### config.mk
export PLATFORM = sky130hd
export DESIGN_NAME = input_conditioner
export DESIGN_NICKNAME = d
export VERILOG_FILES = /design/src/rtl/input_conditioner.sv
export SDC_FILE = /design/constraint.sdc
export NUM_CORES = 1
export LEC_CHECK = 0
export BUFFER_PORTS_ARGS = -buffer_cell sky130_fd_sc_hd__buf_4
export CORE_UTILIZATION = 27
export CTS_CLUSTER_SIZE = 12
export DETAILED_ROUTE_END_ITERATION = 16
export GPL_ROUTABILITY_DRIVEN = 0
export SLEW_MARGIN = 20
export SYNTH_ARGS = -nofsm -noshare
export SYNTH_HDL_FRONTEND = slang
export SYNTH_SLANG_ARGS = --single-unit
### constraint.sdc
create_clock -name CLK -period 2.3 [get_ports CLK]
set_clock_uncertainty 0.15 [all_clocks]
set_input_delay 0.23 -clock CLK [delete_from_list [all_inputs] [get_ports CLK]]
set_output_delay 0.23 -clock CLK [all_outputs]
set_load 0.05 [all_outputs]
### src/rtl/input_conditioner.sv
// input_conditioner
//   Turns raw, asynchronous, bouncing board inputs into the clean synchronous
//   signals the calculator control FSM samples.
//   - Every raw bit passes through a 2-flop synchroniser.
//   - Each button is debounced into a stable level.
//   - A single-cycle pulse is produced on each accepted press.
//   - The 3-bit switch bus is debounced as a unit into MS.
//
// Ports
//   CLK           system clock, rising edge
//   RST_n         asynchronous active-low reset
//   btn_go_raw    raw Go button
//   btn_next_raw  raw Next button
//   sw_ms_raw     raw operation-select switches [2:0]
//   Go            one-cycle pulse per accepted Go press
//   next          one-cycle pulse per accepted Next press (loses to Go on collision)
//   MS            debounced operation code; frozen while next is high
//   go_level      debounced Go level
//   next_level    debounced Next level

// ic_debounce
//   One debounce channel of width W. A new level is accepted only after
//   DB_CYCLES consecutive mismatching samples. Any sample equal to the stable
//   value restarts the count. While hold is high, the counter and the stable
//   value are both frozen.
//
// Ports
//   clk, rst_n    clock and asynchronous active-low reset
//   hold          freeze counter and stable value
//   din           synchronised input
//   stable        debounced value
//   rise_d        stable will go 0->1 on this edge (meaningful for W == 1)
module ic_debounce #(
    parameter int W         = 1,
    parameter int DB_CYCLES = 4,
    parameter int DB_W      = 3
) (
    input  logic         clk,
    input  logic         rst_n,
    input  logic         hold,
    input  logic [W-1:0] din,
    output logic [W-1:0] stable,
    output logic         rise_d
);
    localparam logic [DB_W-1:0] LAST = DB_W'(DB_CYCLES - 1);

    logic [W-1:0]    stable_d, stable_q;
    logic [DB_W-1:0] cnt_d, cnt_q;

    always_comb begin
        stable_d = stable_q;
        cnt_d    = cnt_q;
        if (!hold) begin
            if (din != stable_q) begin
                if (cnt_q == LAST) begin
                    stable_d = din;
                    cnt_d    = '0;
                end else begin
                    cnt_d = cnt_q + 1'b1;
                end
            end else begin
                cnt_d = '0;
            end
        end
    end

    always_ff @(posedge clk or negedge rst_n) begin
        if (!rst_n) begin
            stable_q <= '0;
            cnt_q    <= '0;
        end else begin
            stable_q <= stable_d;
            cnt_q    <= cnt_d;
        end
    end

    assign stable = stable_q;
    assign rise_d = stable_d[0] & ~stable_q[0];
endmodule

module input_conditioner #(
    parameter int DB_CYCLES = 250000,
    parameter int DB_W      = 18
) (
    input  logic       CLK,
    input  logic       RST_n,
    input  logic       btn_go_raw,
    input  logic       btn_next_raw,
    input  logic [2:0] sw_ms_raw,
    output logic       Go,
    output logic       next,
    output logic [2:0] MS,
    output logic       go_level,
    output logic       next_level
);
    localparam int NUM_BTN = 2;  // lane 0 = Go, lane 1 = Next

    // Synchroniser layout: {sw_ms[2:0], next, go}
    logic [4:0] sync1_q, sync2_q;

    always_ff @(posedge CLK or negedge RST_n) begin
        if (!RST_n) begin
            sync1_q <= '0;
            sync2_q <= '0;
        end else begin
            sync1_q <= {sw_ms_raw, btn_next_raw, btn_go_raw};
            sync2_q <= sync1_q;
        end
    end

    logic [NUM_BTN-1:0] btn_level;
    logic [NUM_BTN-1:0] btn_rise;

    for (genvar i = 0; i < NUM_BTN; i++) begin : g_btn
        ic_debounce #(.W(1), .DB_CYCLES(DB_CYCLES), .DB_W(DB_W)) u_db (
            .clk    (CLK),
            .rst_n  (RST_n),
            .hold   (1'b0),
            .din    (sync2_q[i]),
            .stable (btn_level[i]),
            .rise_d (btn_rise[i])
        );
    end

    logic go_pulse_d, go_pulse_q;
    logic next_pulse_d, next_pulse_q;

    // Go wins a same-edge collision; the Next pulse is simply dropped.
    always_comb begin
        go_pulse_d   = btn_rise[0];
        next_pulse_d = btn_rise[1] & ~btn_rise[0];
    end

    always_ff @(posedge CLK or negedge RST_n) begin
        if (!RST_n) begin
            go_pulse_q   <= 1'b0;
            next_pulse_q <= 1'b0;
        end else begin
            go_pulse_q   <= go_pulse_d;
            next_pulse_q <= next_pulse_d;
        end
    end

    // MS is frozen while next is high so the FSM sees a constant code
    // in the cycle it samples next.
    logic ms_rise_unused;

    ic_debounce #(.W(3), .DB_CYCLES(DB_CYCLES), .DB_W(DB_W)) u_ms (
        .clk    (CLK),
        .rst_n  (RST_n),
        .hold   (next_pulse_q),
        .din    (sync2_q[4:2]),
        .stable (MS),
        .rise_d (ms_rise_unused)
    );

    assign Go         = go_pulse_q;
    assign next       = next_pulse_q;
    assign go_level   = btn_level[0];
    assign next_level = btn_level[1];
endmodule

Word-level counts from Yosys, hierarchy flattened
Cells that the tools add are included.
{"block": "word_totals", "regBits": 71, "inputBits": 7, "output_inout_bits": 7, "elab_cells": 37}
{"block": "classes", "add_sub_neg": 3, "eq_ne": 6, "mux": 10, "bitwise_logic": 7, "n_reduce_logical": 1}
{"op": "$mux 18", "n": 6}
{"op": "$add 18x1->18 const B", "n": 3}
{"op": "$eq 18x18->1 const B", "n": 3}
{"op": "$mux 1", "n": 4}
{"op": "$not 1->1", "n": 4}
{"op": "$and 1x1->1", "n": 3}
{"op": "$ne 3x3->1", "n": 1}
{"op": "$reduce_and 3->1", "n": 1}
{"op": "$ne 1x1->1", "n": 2}

Depth between registers and ports, before layout
{"block": "depth", "word_depth": 6, "mapped_depth": 7, "ltp_nobuf": 6}

Cells and area by module
From an unflattened synthesis, not the netlist that was laid out.
{"block": "hier_totals", "cells_unflattened": 374, "area_unflattened_um2": 3654.8}
{"module": "ic_debounce (g_btn[0].u_db ...)", "n_inst": 2, "cells_per_inst": 125, "area_each_um2": 1099.8, "seq_area_each_um2": 475.5}
{"module": "ic_debounce (u_ms)", "n_inst": 1, "cells_per_inst": 110, "area_each_um2": 1137.3, "seq_area_each_um2": 525.5}
{"module": "input_conditioner", "n_inst": 1, "cells_per_inst": 14, "area_each_um2": 317.8, "seq_area_each_um2": 300.3}

Least setup slack after synthesis
Ideal clock, no wire load.
{"block": "synth_path", "path_type": "register -> register", "startpoint": "reg u_ms.cnt_q[10]", "endpoint": "reg u_ms.stable_q[0], in the netlist u_ms.stable[0]", "setup_time_ps": 125, "arrival_ps": 1856, "required_ps": 2025, "slack_ps": 170, "stages_incl_launch_ff": 7, "path_buffers": 1, "period_less_slack_ps": 2130, "cell_sequence": "dfrtp_1 buf_6 or4_4 nor4_4 inv_1 nor2_2 mux2_2"}
{"block": "synth_via", "elab_chain_cells": 2}
{"item": "start, declared", "line": "48", "text": "logic [DB_W-1:0] cnt_d, cnt_q;"}
{"item": "start signal, assigned", "line": "73", "text": "cnt_q <= cnt_d;"}
{"item": "$eq 18x18->1", "line": "55", "text": "if (cnt_q == LAST) begin"}
{"item": "$reduce_and 3->1 (no source line)"}
{"item": "end signal, assigned", "line": "72", "text": "stable_q <= stable_d;"}
{"item": "end, declared", "line": "47", "text": "logic [W-1:0] stable_d, stable_q;"}
No other way between the ends.
A chain may end at the register's enable or synchronous reset.

Final worst setup path
{"block": "layout_path", "startpoint": "reg u_ms.cnt_q[13]", "endpoint": "reg u_ms.stable_q[0], in the netlist u_ms.stable[0]"}
The elaborated chain is that of the path after synthesis.

==> metrics.csv <==
stage,metric,value,unit
hold_path,holdPathEnd,sync2_q[2]$_DFF_PN0_,
hold_path,hp-start,sync1_q[2]$_DFF_PN0_,
logic_synthesis,synth_area,3233,um2
clock_network,cts.clk_slew.worst_paths,0.06,ns
outcome,failed_checks,design-rule violations,
logic_synthesis,yosysSeqAreaShare,54.95,%
power,power.density,763.1,nW/um2
worst_setup_path,rr_endpoint,u_ms.stable[0]$_DFFE_PN0P_,
logic_synthesis,synth_top_area_share,54.95,%
timing,tns,0,ns
power,power.total,3.006,mW
logic_synthesis,synth-seq-cells,71,
worst_setup_path,worstSetupStartpointType,flop,
global_route,grt_use_met3,1.742,%
logic_synthesis,synth_commonest_cells,"71 x dfrtp_1, 60 x nor2_1, 30 x xor2_1",
power,leakage,1.721,nW
detailed_routing,firstDrtPassIters,10,
finish,area_delta_synth_final,21.83,%
worst_setup_path,cp.arrival,2.28,ns
die,start_util,27.96,%
logic_synthesis,synth_edf_count,0,
clock_network,tritoncts,yes,
finish,drive_above_1_share,15.41,%
detailed_routing,wire_per_inst,11.95,um
timing,hold_viol_final,0,
finish,nets,349,
worst_setup_path,path_class,flop to flop,
worst_setup_path,crit_required,2.36,ns
detailed_routing,drtAntennaViolNets,0,
clock_network,clock_latency,0.33,ns
logic_synthesis,syn_inst,305,
clock_network,cts_sinks,71,
worst_setup_path,cp_max_fo,3,
timing,rsz0062_at_grt,false,
flow_run,cap_violations,0,
global_route,track_usage,10.42,%
logic_synthesis,async_reset_ff_share,100.0,%
logic_synthesis,synth.avg_cell_area,10.60,um2
clock_network,cts_root_buf,clkbuf_16,
placement,numPortBuffers,13,
detailed_routing,drc,2,
timing,clock.fmax,450.7,MHz
timing,min_period_over_period,96.47,%
global_route,use_met2,16.13,%
finish,antenna_cells,0,
worst_setup_path,rr_worst_depth,5,
die,ios,14,
logic_synthesis,ys_top_cells_by_area,"dfrtp_1 55%, xor2_1 8.1%, nor2_1 7.0%",
detailed_routing,vias,2252,
logic_synthesis,syn-num-nets,315,
hold_path,min_path_cells,0,
global_route,grt_pass1_wl,10410,um
timing,tightest_slew,0.8748,ns
global_route,use_met1,13.85,%
clock_network,htreeDepth,3,
logic_synthesis,synthDistinctLibCells,36,
logic_synthesis,yosysMostFrequentCell,dfrtp_1,
worst_setup_path,r2r_start,u_ms.cnt_q[13]$_DFFE_PN0N_,
timing,slew_viol_final,0,
die,die_w,111.4,um
worst_setup_path,end_kind,flop,
placement,dp_hpwl,3950,um
outcome,status,finished with violations,
die,core_area,11560,um2
global_route,grt_start_max_net_pins,72,
logic_synthesis,synthFlopType,dfrtp_1,
hold_path,hp-class,flop to flop,
global_route,first_global_vias,2217,
timing,slew_headroom,41.68,%
detailed_routing,viasPerCell,4.624,
die,rows,39,
logic_synthesis,yosys_warnings,0,
detailed_routing,drtIter0Drc,125,
worst_setup_path,reg2reg_slack,0.08,ns
global_route,antenna_found_initial,0,
clock_network,cts_buffer_depth,2,
global_route,grt-ovfl-total,0,
power,ir_worst_vdd,0.0004097,V
logic_synthesis,yosysTopAreaCell,dfrtp_1,
global_route,busiest_layer,met2,
die,die-area,12420,um2
die,chipHeight,111.4,um
clock_network,post-cts-setup-buffers,0,
timing,setup_viol,0,
clock_network,cts-buffers-inserted,9,
timing,final.min_clock_period,2.219,ns
detailed_routing,routed_wl,5820,um
stage by stage:
stage	std cells	util (%)	hold WS, ns	instance area, um2	worst slack, ns
finish	487	34.06	0.1965	3939	0.08121
CTS	487	33.95	0.1980	3926	0.03476
global placement	465	30.64	0.1833	3543	0.1110
detailed placement	465	30.64	0.1855	3543	0.03531
floorplan	305	-	-0.2156	3233	0.1697
global route	487	34.06	0.2022	3939	0.005168
cells by family (layout without fill, tap and decap cells):
logic type / after synthesis / after routing / synth area share [%]
AOI/OAI and AO/OA: 19 / 19 / 3.909
xor gates and xnor gates: 46 / 46 / 12.46
DFF: 71 / 71 / 54.95
buffers and inverters: 11 / 50 / 1.741
and+or+nand+nor: 149 / 149 / 23.68
adders and majority gates: 3 / 3 / 1.161
muxes: 6 / 6 / 2.090
critical path, cell delays in order (launching register included):
cell and delay (ns):
dfrtp_1 0.40, or4_4 0.56, nor4_4 0.38, inv_1 0.12
nor2_4 0.13, mux2_2 0.35
cell type report:
type	count	area, um2
fill	1143	7626
sequential	71	1777
multi-input combinational	223	1413
clock buffer	10	239.0
timing repair buffer	28	225.2
tap	143	178.9
clock inverter	6	83.83
inverter	6	22.52
registers in the layout (all words and copies together) (netlist names):
register / flops
sync2_q: 5
u_ms.stable: 3
next: 1
sync1_q: 5
g_btn.u_db.stable: 2
g_btn.u_db.cnt_q: 36
Go: 1
u_ms.cnt_q: 18
cells in the final DEF (no fill, tap or decap), drive strengths merged:
| cell type | count |
|---|---|
| nand4 | 17 |
| buf | 22 |
| nor3 | 2 |
| nor4bb | 1 |
| dfrtp | 71 |
| nand2b | 1 |
| nor3b | 2 |
| xnor2 | 16 |
| or4bb | 1 |
| dlygate4sd3 | 6 |
| nor2 | 61 |
| and4 | 2 |
| nand3b | 2 |
| bufinv | 2 |
| a211oi | 1 |
| or2b | 2 |
| mux2 | 6 |
| and2 | 2 |
| clkbuf | 10 |
| or2 | 1 |
| or3b | 1 |
| ha | 3 |
| a21o | 1 |
| clkinv | 4 |
| a31oi | 5 |
| or4 | 1 |
| nand2 | 17 |
| inv | 6 |
| and3 | 4 |
| nand3 | 20 |
| nor4b | 4 |
| a22o | 3 |
| nor4 | 8 |
| a21oi | 5 |
| xor2 | 30 |
| o21ai | 4 |
metal layers:
metal | wire length [um] | vias up | share of wire (%)
met5 | 0 | - | 0
met4 | 144 | 0 | 2.5
met3 | 173 | 13 | 3.0
met2 | 2588 | 44 | 44
met1 | 2913 | 1071 | 50
li1 | - | 1124 | -
how the worst max path moves through the flow:
stage,from,to,depth (start not counted),slack (ns)
floorplan,u_ms.cnt_q[10]$_DFFE_PN0N_,u_ms.stable[0]$_DFFE_PN0P_,6,0.17
global placement,u_ms.cnt_q[0]$_DFFE_PN0N_,u_ms.cnt_q[17]$_DFFE_PN0N_,5,0.11
detailed placement,u_ms.cnt_q[0]$_DFFE_PN0N_,u_ms.cnt_q[17]$_DFFE_PN0N_,5,0.04
CTS,u_ms.cnt_q[0]$_DFFE_PN0N_,u_ms.cnt_q[17]$_DFFE_PN0N_,5,0.03
global route,u_ms.cnt_q[13]$_DFFE_PN0N_,u_ms.stable[0]$_DFFE_PN0P_,5,0.005
finish,u_ms.cnt_q[13]$_DFFE_PN0N_,u_ms.stable[0]$_DFFE_PN0P_,5,0.08
power by group:
group          switching (mW)  internal, mW  total (mW)
Clock                   0.509         0.974        1.48
Combinational          0.0866        0.0722       0.159
Sequential             0.0616          1.30        1.36
timing repair:
item	in CTS	in global routing
resized for setup	0	2
endpoints found under the setup margin	0	6
endpoints found under the hold margin	76	0
hold buffers	6	0
Note: power is estimated with default switching activity, not from simulation.
